## src/rtl/rr_arbiter_4.sv

```systemverilog
// Four-way round-robin arbiter with hold timeout and one-cycle idle bubble.
// Shares one datapath resource; the grant vector is decoded from the registered owner index.
//
// decoder_2_to_4 ports:
//   in   [1:0]  index to decode
//   ena         enable; out is all zero when low
//   out  [3:0]  one-hot decode of in
//
// rr_arbiter_4 ports:
//   clk                 system clock, all state updates on posedge
//   rst                 synchronous active-low reset
//   req           [3:0] request vector, bit i = requester i wants the resource
//   release_grant       current owner is finished (ignored in IDLE)
//   grant         [3:0] one-hot grant, zero when no grant is active
//   grant_idx     [1:0] index of current/last owner
//   grant_valid         a grant is active
//   timeout             one-cycle pulse after a grant is revoked by MAX_HOLD

module decoder_2_to_4 (
    input  logic [1:0] in,
    input  logic       ena,
    output logic [3:0] out
);

    always_comb begin
        out = 4'b0000;
        if (ena) begin
            unique case (in)
                2'd0: out = 4'b0001;
                2'd1: out = 4'b0010;
                2'd2: out = 4'b0100;
                2'd3: out = 4'b1000;
            endcase
        end
    end

endmodule

module rr_arbiter_4 #(
    parameter int MAX_HOLD = 16,
    parameter int CW       = 5
) (
    input  logic       clk,
    input  logic       rst,
    input  logic [3:0] req,
    input  logic       release_grant,
    output logic [3:0] grant,
    output logic [1:0] grant_idx,
    output logic       grant_valid,
    output logic       timeout
);

    typedef enum logic {
        IDLE = 1'b0,
        BUSY = 1'b1
    } state_t;

    // Counter value seen on the last permitted BUSY cycle.
    localparam int            HOLD_LIM  = (MAX_HOLD == 0) ? 0 : MAX_HOLD - 1;
    localparam logic [CW-1:0] HOLD_LAST = CW'(HOLD_LIM);
    localparam logic [CW-1:0] CNT_MAX   = '1;

    state_t        state_q, state_d;
    logic [1:0]    idx_q, idx_d;
    logic [1:0]    last_q, last_d;
    logic [CW-1:0] cnt_q, cnt_d;
    logic          to_q, to_d;

    logic [1:0]    p1, p2, p3;
    logic [1:0]    winner;

    // Scan order starts just after the previous owner, so the previous
    // owner is checked last.
    assign p1 = last_q + 2'd1;
    assign p2 = last_q + 2'd2;
    assign p3 = last_q + 2'd3;

    always_comb begin
        winner = last_q;
        if (req[p1]) begin
            winner = p1;
        end else if (req[p2]) begin
            winner = p2;
        end else if (req[p3]) begin
            winner = p3;
        end
    end

    always_comb begin
        state_d = state_q;
        idx_d   = idx_q;
        last_d  = last_q;
        cnt_d   = cnt_q;
        to_d    = 1'b0;

        unique case (state_q)
            IDLE: begin
                if (|req) begin
                    idx_d   = winner;
                    cnt_d   = '0;
                    state_d = BUSY;
                end
            end
            BUSY: begin
                cnt_d = (cnt_q == CNT_MAX) ? cnt_q : cnt_q + CW'(1);
                if (release_grant || !req[idx_q]) begin
                    last_d  = idx_q;
                    state_d = IDLE;
                end else if (MAX_HOLD != 0 && cnt_q == HOLD_LAST) begin
                    last_d  = idx_q;
                    state_d = IDLE;
                    to_d    = 1'b1;
                end
            end
        endcase
    end

    always_ff @(posedge clk) begin
        if (!rst) begin
            state_q <= IDLE;
            idx_q   <= 2'd0;
            last_q  <= 2'd3;
            cnt_q   <= '0;
            to_q    <= 1'b0;
        end else begin
            state_q <= state_d;
            idx_q   <= idx_d;
            last_q  <= last_d;
            cnt_q   <= cnt_d;
            to_q    <= to_d;
        end
    end

    assign grant_idx   = idx_q;
    assign grant_valid = (state_q == BUSY);
    assign timeout     = to_q;

    decoder_2_to_4 u_dec (
        .in  (idx_q),
        .ena (grant_valid),
        .out (grant)
    );

endmodule

```

## config.mk

```make
export PLATFORM = sky130hd
export DESIGN_NAME = rr_arbiter_4
export DESIGN_NICKNAME = d
export VERILOG_FILES = /design/src/rtl/rr_arbiter_4.sv
export SDC_FILE = /design/constraint.sdc
export NUM_CORES = 1
export LEC_CHECK = 0
export ABC_AREA = 1
export ABC_CLOCK_PERIOD_IN_PS = 1400
export BUFFER_PORTS_ARGS = -buffer_cell sky130_fd_sc_hd__buf_2
export CORE_UTILIZATION = 35
export CTS_CLUSTER_DIAMETER = 120
export DETAILED_ROUTE_END_ITERATION = 10
export SYNTH_ARGS = -nofsm -noshare
export SYNTH_HDL_FRONTEND = slang
export SYNTH_HIERARCHICAL = 1
export SYNTH_SLANG_ARGS = --single-unit
```

## constraint.sdc

```tcl
create_clock -name clk -period 1.4 [get_ports clk]
set_input_delay 0 -clock clk [delete_from_list [all_inputs] [get_ports clk]]
set_output_delay 0 -clock clk [all_outputs]
set_load 0.05 [all_outputs]
```

### Word-level counts from Yosys, hierarchy flattened

Cells that the tools add are included.
W data, S select, Z words.

* bits of input ports: 7
* register bits: 11
* output and inout port bits: 8
* word-level logic and storage cells: 54

* $add $sub $neg: 4
* bitwise operators: 2
* reductions and logical operators: 9
* eq/ne operators: 7
* muxes and demuxes: 23
* $lt $le $gt $ge: 4

Operators with widths (count)
* $pmux W4 S4: 1
* $lt A2 B3 Y1 const B: 4
* $mux W2: 5
* $mux W5: 2
* $pmux W5 S2: 1
* $bmux W1 S2: 4
* $mux W1: 8
* $reduce_and A2 Y1: 3
* $add A5 B1 Y5 const B: 1
* $eq A5 B4 Y1 const B: 1
* $eq A5 B5 Y1 const B: 1
* $add A2 B2 Y2 const B: 2
* $eq A2 B2 Y1 const B: 2
* $mux W4: 1
* $ne A2 B2 Y1 const B: 2
* $reduce_or A4 Y1: 1
* $reduce_or A3 Y1: 1
* $add A2 B1 Y2 const B: 1
* $eq A2 B1 Y1 const B: 1
* $logic_not A2 Y1: 1
* $not A1 Y1: 2
* $pmux W1 S2: 1
* $reduce_bool A2 Y1: 1
* $logic_not A1 Y1: 1
* $logic_or A1 B1 Y1: 1

### Longest topological paths before layout

Gate-level depths: netlist of run 1.

* depth in word-level cells: 6
* mapped depth: 11
* mapped depth without buffers: 10

### By module

Netlist of run 1, hierarchy kept.

Modules (own cells, without submodules)
* rr_arbiter_4: cells an instance 113, seq. area each 220.2 µm², times used 1, area an instance 696.9 µm²
* decoder_2_to_4: cells an instance 8, seq. area each 0.0 µm², times used 1, area an instance 30.0 µm²

### Worst setup path before layout of run 1

No wires, ideal clock.

* path kind: register to output
* from: register idx_q[0] (netlist: grant_idx[0])
* to: output port grant[1]
* setup slack: -130 ps
* path buffers: 0
* arrival: 1530 ps
* cell stages (with the launch flop): 3
* required time: 1400 ps
* cell sequence: dfxtp_1 -> nand2_1 -> nor2_1

* word-level cells in the longest chain between the ends: 3
* elaborated cells between the ends (all ways): 6
* those cells by class: 3 x eq/ne; 2 x mux; 1 x reduce/logical

Ends and longest elaborated chain
* start, declared: line 64 `logic [1:0] idx_q, idx_d;`
* start signal, assigned: line 127 `idx_q <= idx_d;`
* $eq A2 B2 Y1, or another cell as far along: line 28 `unique case (in)`
* $pmux W4 S4 (*): line 28
* $mux W4 (*): line 27 `if (ena) begin`
* end, declared: line 47 `output logic [3:0] grant,`

Mark *: on every way between the ends. The rest lies on a longest branch, timed or not.

### Worst setup path in the final report of run 1

* from: register cnt_q[0]
* to: register cnt_q[2]

* word-level cells in the longest chain between the ends: 3
* elaborated cells between the ends (all ways): 6
* those cells by class: 1 x add/sub; 2 x eq/ne; 2 x mux; 1 x reduce/logical

Ends and longest elaborated chain
* start, declared: line 66 `logic [CW-1:0] cnt_q, cnt_d;`
* start signal, assigned: line 129 `cnt_q <= cnt_d;`
* $add A5 B1 Y5 or $eq A5 B5 Y1 (tied branches): line 105 `cnt_d = (cnt_q == CNT_MAX) ? cnt_q : cnt_q + CW'(1);`
* $mux W5 or $ne A2 B2 Y1 (tied branches)
* $pmux W5 S2 or $reduce_and A2 Y1 (tied branches)

Parallel ways exist; a longest one is shown, timed or not. The select of a mux whose other input is x is not followed.
A chain may end at the register's enable or synchronous reset.

==> flow_summary.ini, run 1 <==
[status]
status = completed

[placement]
hpwl_mm = 1.25
place_ws_ns = -0.0563
numPlacedInstances = 165
port_buffers = 14
place_congestion = 0.835

[yosys]
synth_most_common_cell = nand2_1
synth_area_leaders = dfxtp_1 (30%), nand2_1 (21%), inv_1 (8.8%)
syn_inst = 121
synth_edf_count = 0
ys.warnings.count = 6
netlist_area_um2 = 727
yosys.area.top_type_share_pct = 30.3
ys_async_sr_fraction_pct = 0
synth_fp_nets = 131
synth_seq_cells = 11
avgSynthCellArea_um2 = 6.01
synth_cell_types = 19
synth_top_flop_cell = dfxtp_1
synth_common_cells = nand2_1 (41), inv_1 (17), nor2_1 (13)
ys_seq_area_share_pct = 30.3
yosys.area.top_type = dfxtp_1

[floorplan]
initial_core_util_pct = 37.1
core_mm2 = 0.00196
fp-row-count = 16
ios = 15
die_h_um = 47.6
dieArea_mm2 = 0.00226
fp.dieW_um = 47.6

[critical_path]
path_class = reg2reg
critical_path.startpoint = cnt_q[0]$_SDFFE_PN0P_
crit_path_cell_trace = ha_4 -> nand2_4 -> nor2_4 -> ha_4 -> nor2_4 -> inv_4 -> nand2_4 -> a21oi_1 -> nor3_1
worstPathRequired_ns = 1.59
endpoint = cnt_q[2]$_SDFFE_PN0P_
cp.depth = 9
worstReg2RegStart = cnt_q[0]$_SDFFE_PN0P_
path_buf_inv = 1
critPathSlowestCell = dfxtp_2
critPathMaxStageDelay_ns = 0.34
crit_path_end_kind = flop
regToRegEndpoint = cnt_q[2]$_SDFFE_PN0P_
crit_arrival_ns = 1.55
reg2reg_slack_ns = 0.03
start_kind = flop
reg2reg_depth = 9
crit_path_max_fanout = 5
crit_family = simple AND/OR/NAND/NOR gates

[clock_tree]
cts-buffers-inserted = 3
tritoncts = done
clkSlewWorstSetupHoldPaths_ns = 0.07
clock_latency_ns = 0.26
cts_sinks = 11
clockBufferDepth = 2
htree_num_levels = 1
root_buffer = clkbuf_4

[grt]
grt_antenna_before_repair = 0
overflow = 0
grt_pass1_wl_mm = 2.56
grt_use_total_pct = 15.9
grt_max_degree = 10
grt_pass1_vias = 627

[routing]
wl_per_cell_um = 9.46
viasPerCell = 4.57
route.detailed.drc = 0
postRouteAntennaNets = 0
vias = 777
wirelength_mm = 1.61
drtIter0Drc = 18
drt_pass1_iterations = 4

[timing]
setup_ws_ns = 0.0330
clock.fmax_ghz = 0.732
hold_viol = 0
clock_skew_ns = 0.00172
period_needed_ns = 1.37
relSlewSlack_pct = 84.0
finalCritPeriodShare_pct = 97.6
report.final.slew_viol_count = 0
rsz0062_at_grt = true
setup_viol = 0
worst_pin_slew_ns = 0.240

[run]
maxCapViolCount = 0

[final_layout]
diodes = 0
nNetsFinal = 154
final_cell_count_no_fill = 170
drive_gt1_share_pct = 32.9
postLayoutCoreUtil_pct = 49.4
syn2layout_area_growth_pct = 33.2

[min_path]
min_path_type = in2reg

[power_and_ir_drop]
p_per_area_mw_per_mm2 = 1060
p_leak_nw = 0.506
ir_worst_vdd_uv = 626
[worst reg2reg max path, delay by kind of cell (launching register included)]
| family | cells | cell delay [ns] |
|---|---|---|
| flops | 1 | 0.34 |
| fa+ha+maj | 2 | 0.32 |
| simple gates | 5 | 0.49 |
| compound gates | 1 | 0.07 |
| buf+inv | 1 | 0.06 |
[layout make-up]
type	instances	area [um^2]
fillers	217	993
well taps	27	33.8
repair buffers	20	121
inverters	20	82.6
flip-flops and latches	11	228
multi-input cells	88	477
clock buffers	4	26.3
[cells by family after synthesis]
logic type | Yosys count | share of synthesized area, %
buffers and inverters | 22 | 13.1
AND/OR/NAND/NOR | 72 | 41.5
AO/OA/AOI/OAI | 13 | 9.98
adder cells (fa/ha/maj) | 3 | 5.16
flip-flops | 11 | 30.3
[power by group]
part	switching, mW	total [mW]	internal (mW)
logic	0.279	0.417	0.138
registers	0.0547	0.402	0.347
clock network	0.0979	0.208	0.110
total	0.432	1.03	0.595
[per-layer routing]
layer | track usage [%] | up-vias | wire, um
li1 | - | 426 | -
met1 | 23.9 | 335 | 844
met2 | 21.6 | 16 | 687
met3 | 6.79 | 0 | 77
met4 | 1.67 | 0 | 0
met5 | 0 | - | 0
[cell usage in the layout (no fill, tap or decap), drive strengths merged, types with 2 or more instances in the layout]
| cell | instances |
|---|---|
| inv | 20 |
| nor3 | 2 |
| nand4 | 2 |
| o21ai | 4 |
| nand3 | 9 |
| a21oi | 7 |
| clkbuf | 4 |
| buf | 19 |
| dfxtp | 11 |
| ha | 3 |
| nor2 | 13 |
| nand2 | 45 |
[through the flow]
stage	instance area [um^2]	hold slack [ns]	setup TNS, ns	power (mW)
2_1_floorplan	738	0.184	0	0.704
3_3_place_gp	865	0.275	-0.000813	0.794
3_5_place_dp	865	0.279	-0.191	0.801
4_1_cts	933	0.0127	0	1.03
5_1_grt	968	0.0558	-0.169	1.12
6_report	968	0.0209	0	1.03
[how the worst min path moves through the flow]
stage / from / endpoint / slack (ns) / cells past startpoint
final: release_grant / timeout$_SDFF_PP0_ / 0.02 / 4
after global routing: release_grant / timeout$_SDFF_PP0_ / 0.06 / 4
after CTS: release_grant / timeout$_SDFF_PP0_ / 0.01 / 4
after detailed placement: rst / last_q[0]$_SDFFE_PN1P_ / 0.28 / 2
after global placement: release_grant / timeout$_SDFF_PP0_ / 0.28 / 4
after floorplan: release_grant / timeout$_SDFF_PP0_ / 0.18 / 3
[sequential cells by signal, summed over array words and instances, names as in the netlist]
name,cells
grant_idx,2
last_q,2
timeout,1
grant_valid,1
cnt_q,5
[what timing repair did]
action / CTS / global route
gates resized for setup: 10 / 9
hold buffers: 1 / 0
hold endpoints to repair: 1 / 0
pin swaps: 5 / 7
endpoints found under the setup margin: 6 / 8
setup buffers: 0 / 0
No activity file was read; power rests on OpenSTA's default activity.
==> run 2: changes to the inputs <==
--- a/config.mk
+++ b/config.mk
@@ -11,6 +11,8 @@
 export CORE_UTILIZATION = 35
 export CTS_CLUSTER_DIAMETER = 120
 export DETAILED_ROUTE_END_ITERATION = 10
+export PLACE_DENSITY_LB_ADDON = 0.2
+export SLEW_MARGIN = 20
 export SYNTH_ARGS = -nofsm -noshare
 export SYNTH_HDL_FRONTEND = slang
 export SYNTH_HIERARCHICAL = 1
==> run 2 against run 1 <==
- hold slack better by 0.13 ns
- clock skew up 0.0024 ns
- clock power up 5%
- largest power group unchanged
- largest cell class unchanged
- worst setup slack better by 0.0076 ns
- count of clock-buffer cells in the layout unchanged
- via count up 4.4%
==> flow_summary.ini, run 2 (same netlist as run 1, synthesis figures left out) <==
[status]
status = completed

[routing]
vias = 811
wl_met1_um = 746
viasPerCell = 4.66
dr_wl_met2_um = 880
wirelength_mm = 1.75
drtIter0Drc = 5
drt_pass1_iterations = 4
top_layer = met4
route.detailed.drc = 0
wl_per_cell_um = 10.0
postRouteAntennaNets = 0
wl_met3_um = 102

[final_layout]
multi_input_area_um2 = 479
nNetsFinal = 158
final_common_cell = nand2_1
ff_latch_area_um2 = 228
design_area_um2 = 1000
final_cell_mix = nand2_1 (39), inv_1 (15), buf_2 (14)
num-fill-cells = 208
largest_register_ffs = 5
syn2layout_area_growth_pct = 37.5
top_register = cnt_q
drive_gt1_share_pct = 34.0
diodes = 0

[power_and_ir_drop]
ir_worst_vdd_uv = 658
p_leak_nw = 0.518
finalPower_mw = 1.05
p_per_area_mw_per_mm2 = 1050

[critical_path]
reg2reg_depth = 8
endpoint = cnt_q[0]$_SDFFE_PN0P_
start_kind = flop
crit_path_end_kind = flop
path_class = reg2reg
critPathSlowestCell = dfxtp_2
crit_arrival_ns = 1.52
reg2reg_slack_ns = 0.04
crit_path_max_fanout = 2
worstPathRequired_ns = 1.56
regToRegEndpoint = cnt_q[0]$_SDFFE_PN0P_
crit_path_cell_trace = ha_4 -> nand2_4 -> nor2_4 -> ha_4 -> nor2_4 -> buf_4 -> o21ai_0 -> a21oi_1
critical_path.startpoint = cnt_q[1]$_SDFFE_PN0P_
worstReg2RegStart = cnt_q[1]$_SDFFE_PN0P_
critPathMaxStageDelay_ns = 0.36

[floorplan]
fp.dieW_um = 47.6
fp-row-count = 16
initial_core_util_pct = 37.1
ios = 15
dieArea_mm2 = 0.00226
die_h_um = 47.6
core_mm2 = 0.00196

[grt]
grt_max_degree = 10
grt_antenna_before_repair = 0
overflow = 0
grt_pass1_wl_mm = 2.72
grt_use_total_pct = 17.7
grt_pass1_vias = 671

[placement]
place_area_um2 = 872
port_buffers = 14
hpwl_mm = 1.25
place_congestion = 0.709

[timing]
period_needed_ns = 1.36
clock.fmax_ghz = 0.736
report.final.slew_viol_count = 0
rsz0062_at_grt = true
holdWs_ns = 0.153
hold_viol = 0
clock_skew_ns = 0.00413
relSlewSlack_pct = 83.6
worst_pin_slew_ns = 0.245
setup_viol = 0
finalCritPeriodShare_pct = 97.1

[clock_tree]
clkSlewWorstSetupHoldPaths_ns = 0.07
clockBufferDepth = 2
tritoncts = done
htree_num_levels = 1
cts-buffers-inserted = 3
root_buffer = clkbuf_4
clock_latency_ns = 0.27
cts_sinks = 11

[run]
maxCapViolCount = 0

[min_path]
min_path_type = in2reg
==> run 2: layout make-up <==
cell class	count	area share, %
Multi-Input combinational cell	88	47.9
Sequential cell	11	22.8
Timing Repair Buffer	24	15.0
Inverter	20	8.26
Tap cell	27	3.38
Clock buffer	4	2.63
==> run 2: worst min path at each step <==
stage	cells after the start	start	end	slack, ns
2_1_floorplan	3	release_grant	timeout$_SDFF_PP0_	0.18
3_3_place_gp	2	rst	last_q[1]$_SDFFE_PN1P_	0.28
3_5_place_dp	2	rst	last_q[1]$_SDFFE_PN1P_	0.28
4_1_cts	6	req[1]	grant_idx[1]$_SDFFE_PN0P_	0.15
5_1_grt	6	req[1]	grant_idx[1]$_SDFFE_PN0P_	0.17
6_report	6	req[1]	grant_idx[1]$_SDFFE_PN0P_	0.15
==> run 2: per-stage QoR <==
step	setup TNS, ns	cells	setup WS (ns)	utilization, %
after floorplan	0	121	0.00427	-
after global placement	-0.0263	166	-0.0135	44.5
after detailed placement	-0.198	166	-0.0878	44.5
after CTS	0	173	0.0104	47.8
after global routing	-0.172	174	-0.0490	51.0
final	0	174	0.0406	51.0
==> run 2: layer usage <==
| metal | vias to the layer above | global-route usage, % |
|---|---|---|
| met2 | 20 | 31.0 |
| li1 | 429 | - |
| met5 | - | 0 |
| met4 | 0 | 7.22 |
| met3 | 2 | 6.79 |
| met1 | 360 | 19.3 |
==> run 2: report_power, final <==
part	total (mW)	switching [mW]	leakage, nW	internal, mW
combinational	0.428	0.279	0.412	0.149
clock	0.219	0.109	0.0150	0.110
sequential	0.403	0.0560	0.0915	0.347
==> run 2: repair_timing <==
item | in CTS | in global routing
resized for setup | 5 | 13
endpoints found under the setup margin | 4 | 10
hold buffers | 2 | 0
pin swaps | 3 | 5
gates cloned | 0 | 0
endpoints found under the hold margin | 3 | 0
buffers inserted | 1 | 1
==> run 2: critical path: cells and delay by family, from the launching register on <==
family / cells / cell delay [ns]
buf+inv: 1 / 0.13
flops: 1 / 0.36
fa+ha+maj: 2 / 0.30
simple gates: 3 / 0.24
compound gates: 2 / 0.22
==> run 3: changes to the inputs <==
--- a/config.mk
+++ b/config.mk
@@ -17,3 +17,4 @@
 export SYNTH_HDL_FRONTEND = slang
 export SYNTH_HIERARCHICAL = 1
 export SYNTH_SLANG_ARGS = --single-unit
+export TNS_END_PERCENT = 5
==> constraint.sdc (replaced) <==
create_clock -name clk -period 1.4 [get_ports clk]
set_input_delay 0.07 -clock clk [delete_from_list [all_inputs] [get_ports clk]]
set_output_delay 0.07 -clock clk [all_outputs]
set_load 0.05 [all_outputs]
==> run 3 against run 2 <==
- sequential power decreased by 5%
- hold slack worse by 0.068 ns
- non-clock buffer count decreased by 3
- count of clock-buffer cells in the layout fell by 1
- flip-flop and latch count stayed put
- utilization shrank 2.3 points
- combinational power is 0.9% higher
- critical path type unchanged
- critical endpoint is now cnt_q[3]$_SDFFE_PN0P_
- cell area shrank 4.5%
==> flow_summary.ini, run 3 (same netlist as run 1, synthesis figures left out) <==
[final_layout]
final_cell_count_no_fill = 171
diodes = 0
final_cell_mix = nand2_1 (38), inv_1 (15), buf_2 (13)
nNetsFinal = 155
syn2layout_area_growth_pct = 31.3
design_area_um2 = 955
top_register = cnt_q
num-fill-cells = 219
final_common_cell = nand2_1
largest_register_ffs = 5
postLayoutCoreUtil_pct = 48.7
multi_input_area_um2 = 464
drive_gt1_share_pct = 31.3
ff_latch_area_um2 = 224

[routing]
viasPerCell = 4.59
wirelength_mm = 1.57
vias = 785
drtIter0Drc = 8
route.detailed.drc = 0
drt_pass1_iterations = 4
wl_per_cell_um = 9.19
postRouteAntennaNets = 0

[timing]
worst_pin_slew_ns = 0.248
clock_skew_ns = 0.000974
period_needed_ns = 1.33
rsz0062_at_grt = true
hold_viol = 0
clock.fmax_ghz = 0.752
setup_viol = 0
report.final.slew_viol_count = 0
relSlewSlack_pct = 83.4
holdWs_ns = 0.0851
finalCritPeriodShare_pct = 95.0

[grt]
grt_use_total_pct = 14.9
grt_pass1_wl_mm = 2.37
grt_antenna_before_repair = 0
grt_max_degree = 10
overflow = 0
grt_pass1_vias = 619

[clock_tree]
root_buffer = clkbuf_4
clkSlewWorstSetupHoldPaths_ns = 0.07
tritoncts = done
cts_sinks = 11
cts-buffers-inserted = 3
clock_latency_ns = 0.26
clockBufferDepth = 2
htree_num_levels = 1
post_cts_buffers = 0

[power_and_ir_drop]
pwr-share-seq_pct = 37.4
p_switching_mw = 0.430
ir_worst_vdd_uv = 560
clkPwrFrac_pct = 20.4
p_leak_nw = 0.503
p_per_area_mw_per_mm2 = 1070
swShare_pct = 41.9
finalPower_mw = 1.03
p_int_mw = 0.596
share_comb_of_total_power_pct = 42.2

[floorplan]
dieArea_mm2 = 0.00226
core_mm2 = 0.00196
fp-row-count = 16
fp.dieW_um = 47.6
initial_core_util_pct = 37.1
die_h_um = 47.6
ios = 15

[critical_path]
crit_arrival_ns = 1.49
reg2reg_depth = 10
regToRegEndpoint = cnt_q[3]$_SDFFE_PN0P_
path_buf_inv = 1
critPathSlowestCell = dfxtp_2
crit_path_max_fanout = 5
worstReg2RegStart = cnt_q[0]$_SDFFE_PN0P_
crit_path_cell_trace = ha_4 -> nand2_4 -> nor2_4 -> ha_4 -> nor2_4 -> inv_2 -> nand2_2 -> nand2_1 -> nor2_1 -> nor3_1
start_kind = flop
critPathMaxStageDelay_ns = 0.34
crit_path_end_kind = flop
reg2reg_slack_ns = 0.07
crit_family = simple AND/OR/NAND/NOR gates
worstPathRequired_ns = 1.56
path_class = reg2reg

[placement]
numPlacedInstances = 167
place_congestion = 0.691
hpwl_mm = 1.20
port_buffers = 14
place_area_um2 = 868

[min_path]
worstHoldStart = rst
hold-path-cell-count = 2
min_path_type = in2reg
min_to = last_q[1]$_SDFFE_PN1P_

[run]
maxCapViolCount = 0

[status]
status = completed
-- run 3: cell types whose count changed in the layout (fill, tap and decap cells not counted), moves of 2 or more --
cell / before / now
dfxtp_1: 5 / 8
dfxtp_2: 6 / 3
dlygate4sd3_1: 2 / 0
nand2_2: 4 / 6
-- run 3: area by class of cell --
type                    instances  share of cell area (%)
multi-input cells              88                    48.6
flip-flops and latches         11                    23.5
repair buffers                 21                    13.1
inverters                      20                    8.39
well taps                      27                    3.54
clock buffers                   3                    2.36
clock inverters                 1                   0.524
-- run 3: worst max-delay path by stage --
stage	slack, ns	cells past startpoint	end	startpoint
6_report	0.07	10	cnt_q[3]$_SDFFE_PN0P_	cnt_q[0]$_SDFFE_PN0P_
5_1_grt	-0.03	10	cnt_q[3]$_SDFFE_PN0P_	cnt_q[0]$_SDFFE_PN0P_
4_1_cts	0.002	10	cnt_q[3]$_SDFFE_PN0P_	cnt_q[0]$_SDFFE_PN0P_
3_5_place_dp	-0.11	10	cnt_q[3]$_SDFFE_PN0P_	cnt_q[0]$_SDFFE_PN0P_
3_3_place_gp	-0.04	10	cnt_q[3]$_SDFFE_PN0P_	cnt_q[0]$_SDFFE_PN0P_
2_1_floorplan	-0.20	2	grant[1]	grant_idx[0]$_SDFFE_PN0P_
-- run 3: layer usage --
metal	GRT usage, %	wire, um
met1	17.3	740
met2	25.8	780
met3	3.77	50
met4	6.67	0
met5	0	0
-- run 3: power by group through the flow --
stage / combinational [mW] / clock [mW] / sequential (mW)
6_report: 0.432 / 0.209 / 0.384
5_1_grt: 0.485 / 0.241 / 0.389
4_1_cts: 0.425 / 0.223 / 0.382
3_5_place_dp: 0.417 / 0 / 0.386
3_3_place_gp: 0.418 / 0 / 0.385
2_1_floorplan: 0.265 / 0 / 0.430
-- run 3: through the flow --
| step | setup WS, ns | setup TNS (ns) |
|---|---|---|
| after floorplan | -0.200 | -1.00 |
| after global placement | -0.0404 | -0.0710 |
| after detailed placement | -0.110 | -0.292 |
| after CTS | 0.00234 | 0 |
| after global routing | -0.0335 | -0.0800 |
| final | 0.0696 | 0 |
-- run 3: repair_timing --
| item | CTS | global route |
|---|---|---|
| endpoints found under the setup margin | 7 | 10 |
| hold buffers | 0 | 0 |
| resized for setup | 10 | 8 |
| pin swaps | 4 | 1 |
